File: src/rtl/stopwatch_input_cond.sv
// Button/switch conditioning for the stopwatch: 2-FF sync, per-input debounce, press pulses.
// Optional feature macro PAUSE_TOGGLE_EN: pause toggles per press instead of following the button.
module stopwatch_input_cond #(
    parameter int unsigned DEB_CYCLES = 500000
) (
    input  logic clk,
    input  logic reset,
    input  logic btn_pause,
    input  logic btn_rst,
    input  logic sw_sel,
    input  logic sw_adj,
    output logic sel,
    output logic adj,
    output logic pause,
    output logic rst_req
);

    localparam int unsigned      CNT_W   = $clog2(DEB_CYCLES);
    localparam logic [CNT_W-1:0] CNT_MAX = CNT_W'(DEB_CYCLES - 1);
    localparam int               NUM_IN  = 4;

    localparam int CH_PAUSE = 0;
    localparam int CH_RST   = 1;
    localparam int CH_SEL   = 2;
    localparam int CH_ADJ   = 3;

    logic [NUM_IN-1:0] w_raw;
    logic [NUM_IN-1:0] r_meta;
    logic [NUM_IN-1:0] r_sync;
    logic [NUM_IN-1:0] r_db;
    logic [CNT_W-1:0]  r_cnt [NUM_IN];

    assign w_raw = {sw_adj, sw_sel, btn_rst, btn_pause};

    // NOTE: non-blocking assignments make r_sync take the old r_meta, giving two real flops.
    always_ff @(posedge clk or posedge reset) begin
        if (reset) begin
            r_meta <= '0;
            r_sync <= '0;
        end else begin
            r_meta <= w_raw;
            r_sync <= r_meta;
        end
    end

    // A new level is accepted only after DEB_CYCLES consecutive mismatching samples;
    // any matching sample restarts the count, and the count never passes CNT_MAX.
    // NOTE: the counter array is reset explicitly so a reset mid-debounce discards the partial count.
    always_ff @(posedge clk or posedge reset) begin
        if (reset) begin
            r_db <= '0;
            for (int i = 0; i < NUM_IN; i++) begin
                r_cnt[i] <= '0;
            end
        end else begin
            for (int i = 0; i < NUM_IN; i++) begin
                if (r_sync[i] == r_db[i]) begin
                    r_cnt[i] <= '0;
                end else if (r_cnt[i] < CNT_MAX) begin
                    r_cnt[i] <= r_cnt[i] + 1'b1;
                end else begin
                    r_db[i]  <= r_sync[i];
                    r_cnt[i] <= '0;
                end
            end
        end
    end

    logic r_rst_d;
    logic r_rst_req;
    logic w_rst_rise;

    assign w_rst_rise = r_db[CH_RST] & ~r_rst_d;

    always_ff @(posedge clk or posedge reset) begin
        if (reset) begin
            r_rst_d   <= 1'b0;
            r_rst_req <= 1'b0;
        end else begin
            r_rst_d   <= r_db[CH_RST];
            r_rst_req <= w_rst_rise;
        end
    end

`ifdef PAUSE_TOGGLE_EN
    logic r_pause_d;
    logic r_pstate;
    logic w_pause_press;

    assign w_pause_press = r_db[CH_PAUSE] & ~r_pause_d;

    // Reset request beats a simultaneous pause press so the stopwatch restarts running.
    always_ff @(posedge clk or posedge reset) begin
        if (reset) begin
            r_pause_d <= 1'b0;
            r_pstate  <= 1'b0;
        end else begin
            r_pause_d <= r_db[CH_PAUSE];
            if (w_rst_rise) begin
                r_pstate <= 1'b0;
            end else if (w_pause_press) begin
                r_pstate <= ~r_pstate;
            end
        end
    end

    assign pause = r_pstate;
`else
    assign pause = r_db[CH_PAUSE];
`endif

    assign sel     = r_db[CH_SEL];
    assign adj     = r_db[CH_ADJ];
    assign rst_req = r_rst_req;

endmodule

File: config.mk
export PLATFORM = sky130hd
export DESIGN_NAME = stopwatch_input_cond
export DESIGN_NICKNAME = d
export VERILOG_FILES = /design/src/rtl/stopwatch_input_cond.sv
export SDC_FILE = /design/constraint.sdc
export NUM_CORES = 1
export LEC_CHECK = 0
export ABC_AREA = 1
export CORE_MARGIN = 3
export CORE_UTILIZATION = 62
export CTS_CLUSTER_SIZE = 40
export DETAILED_ROUTE_END_ITERATION = 10
export GPL_ROUTABILITY_DRIVEN = 0
export PLACE_DENSITY = 0.8
export SETUP_SLACK_MARGIN = 0.15
export SYNTH_ARGS = -nofsm -noshare
export SYNTH_HDL_FRONTEND = slang
export SYNTH_SLANG_ARGS = --single-unit
File: constraint.sdc
create_clock -name clk -period 3.8 [get_ports clk]
set_input_delay 0.76 -clock clk [delete_from_list [all_inputs] [get_ports clk]]
set_output_delay 0.76 -clock clk [all_outputs]
set_load 0.03 [all_outputs]
==> summary.txt <==
Status
  – Outcome: completed

Min path
  – Hold Path Stages: 0
  – HP Start: r_meta[3]$_DFF_PP0_
  – Hold EP: r_sync[3]$_DFF_PP0_
  – Hold WC Path Type: reg2reg

GRT
  – Largest net degree at the start of global routing: 36
  – First-pass GRT wire length: 15600 µm
  – Number of global-route vias before repair: 3657
  – GRT overflow: 0
  – Initial antenna violation count: 0
  – Total GRT Usage: 0.221

Yosys
  – Post-synthesis compound-gate area fraction: 0.0168
  – Xor/xnor share of the synthesized area: 0.103
  – Mapped Nets: 614
  – Syn. warnings: 0
  – Syn Std Cell Area: 4770 µm²
  – Mean Syn Cell Area: 7.89 µm²
  – Sequential fraction of the synthesis area: 0.472
  – Post-Synth Adder-Cell Area: 0.0105
  – Main combinational cell family by area after synthesis: simple AND/OR/NAND/NOR gates
  – Flop and latch count out of synthesis: 90
  – Mux share of post-synthesis cell area: 0
  – Synth unique cells: 26
  – Gate Count Post-Synth: 604
  – Synth Area in Simple Gates: 0.346

Setup path
  – CP endpoint kind: output port
  – Worst r2r path cells: 5
  – Critical Path Source Type: flop
  – R2r setup slk: 2120 ps
  – Slowest CP cell: clkdlybuf4s50_1
  – Critical path type: reg2out
  – Reg2Reg Capture Point: r_cnt[7]$_DFF_PP0_
  – Cell breakdown of the critical path: clkdlybuf4s50_1
  – Crit-path leading delay family: buffers and inverters
  – Crit-path max cell delay: 680 ps
  – Worst Path Required: 3040 ps
  – Critical path peak fanout: 3
  – R2r startpoint: r_cnt[9]$_DFF_PP0_
  – CP bufs+invs: 1
  – Crit path DAT: 1430 ps

Clock network
  – CTS resizes: 0
  – Clock transition at path regs: 100 ps
  – Clock root buffer: clkbuf_8
  – H-tree Lvls: 3
  – Clk buf depth: 2
  – CTS tree: done
  – Number of buffers added for setup after CTS: 0
  – Clock Latency Late Sink: 360 ps
  – CTS Hold Bufs: 0
  – CTS sink count: 90
  – Num CTS Buffers: 9

Timing
  – Pins Over Slew Limit: 0
  – Setup-failing EPs final: 0
  – Clock skew: 9.20 ps
  – Period utilization: 0.575
  – Least-Margin Pin Slew: 452 ps
  – RSZ-0062 raised after global routing: no
  – Max-slew headroom: 0.698
  – Fmax: 457 MHz
  – Min Tclk post-route: 2190 ps
  – Final hold violation count: 0
  – Setup TNS: 0 ps

Cells and area
  – Most common cell after layout, fill and taps aside: nor2_1
  – Filler cells: 585
  – Nets: 631
  – Share of layout cells above drive strength 1: 0.0591
  – Commonest cells after routing, fill and taps aside: nor2_1 (159), nand2_1 (155), dfrtp_1 (90)
  – Non-Filler Instances: 725
  – Ant diodes: 0
  – Area grow syn2layout: 8.42%

Route
  – TritonRoute pass-1 iters: 4
  – Routed WL per cell: 11.9 µm
  – DR vias: 3740
  – DRC Markers: 0
  – ANT nets after route: 0
  – Vias/cell: 5.16
  – DR iter-0 viols: 113
  – DRT Wirelength: 8660 µm

Placement
  – Port Buffer Count: 9
  – Hpwl dp: 6220 µm
  – Placed Cells: 709

Run
  – Max cap viols: 0

Floorplanning
  – Core area: 7370 µm²
  – Rows: 31
  – Chip Height: 93.7 µm
  – Initial core utilization: 0.647
  – Die area: 8780 µm²
  – Die Span X: 93.7 µm
  – Ports: 10

Pwr
  – Leakage: 2.23 nW
  – Max IR drop VDD: 0.199 mV
  – PwrDens: 344 nW/µm²
[sequential cells by signal (all words and copies together) (netlist names)]
name     flops
r_cnt       76
r_db         4
r_meta       4
r_sync       4
r_rst_d      1
rst_req      1
[routing by layer]
layer | up-vias | track usage | share of wire | routed length (µm)
li1 | 1901 | - | - | -
met1 | 1767 | 0.290 | 0.47 | 4100
met2 | 55 | 0.369 | 0.48 | 4150
met3 | 17 | 0.0313 | 0.027 | 230
met4 | 0 | 0.0878 | 0.021 | 178
met5 | - | 0 | 0 | 0
[cells by family after synthesis]
group | after synthesis
simple gates | 385
xor+xnor | 56
compound gates | 13
fa+ha+maj | 4
flops | 90
buf+inv | 56
[where the power goes]
part           total (mW)  leakage [nW]  switching [mW]  internal (mW)
registers           0.985          1.23          0.0132          0.971
logic              0.0654         0.886          0.0459         0.0196
clock network       0.727         0.110           0.351          0.376
[worst max-delay path by stage]
stage	start	end	cells past startpoint
6_report	r_db[0]$_DFFE_PP0P_	pause	1
5_1_grt	r_db[0]$_DFFE_PP0P_	pause	1
4_1_cts	r_db[0]$_DFFE_PP0P_	pause	1
3_5_place_dp	reset	r_cnt[54]$_DFF_PP0_	3
3_3_place_gp	reset	r_cnt[46]$_DFF_PP0_	3
2_1_floorplan	reset	r_cnt[0]$_DFF_PP0_	1
[layout make-up]
type / count / area [µm²] / area share
multi-input combinational: 458 / 2270 / 0.439
clock buffer: 9 / 124 / 0.0240
timing repair buffer: 11 / 105 / 0.0203
clock inverter: 7 / 103 / 0.0198
inverter: 51 / 193 / 0.0373
sequential: 90 / 2250 / 0.436
tap: 99 / 124 / 0.0240
[metrics by stage]
step	power (mW)	hold WS (ps)	area [µm²]	util	worst slack [ps]
after floorplan	1.05	331	4770	-	705
after global placement	1.07	334	4940	0.671	1870
after detailed placement	1.07	340	4940	0.671	1860
after CTS	1.80	360	5170	0.702	1590
after global routing	1.84	377	5170	0.702	1550
final	1.78	358	5170	0.702	1610
[synth_stat cells, drive strengths merged]
cell type | count | area [µm²]
a21oi | 6 | 30.0
and2 | 1 | 6.26
buf | 4 | 50.1
clkbuf | 1 | 5.00
dfrtp | 90 | 2250
ha | 4 | 50.1
inv | 51 | 191
nand2 | 156 | 588
nand3 | 42 | 238
nand3b | 6 | 45.0
nand4 | 4 | 25.0
nor2 | 170 | 716
nor3 | 5 | 25.0
o21ai | 4 | 27.5
o21bai | 3 | 22.5
or2 | 1 | 6.26
xnor2 | 19 | 166
xor2 | 37 | 324
Power figures use the tool's default switching activity.
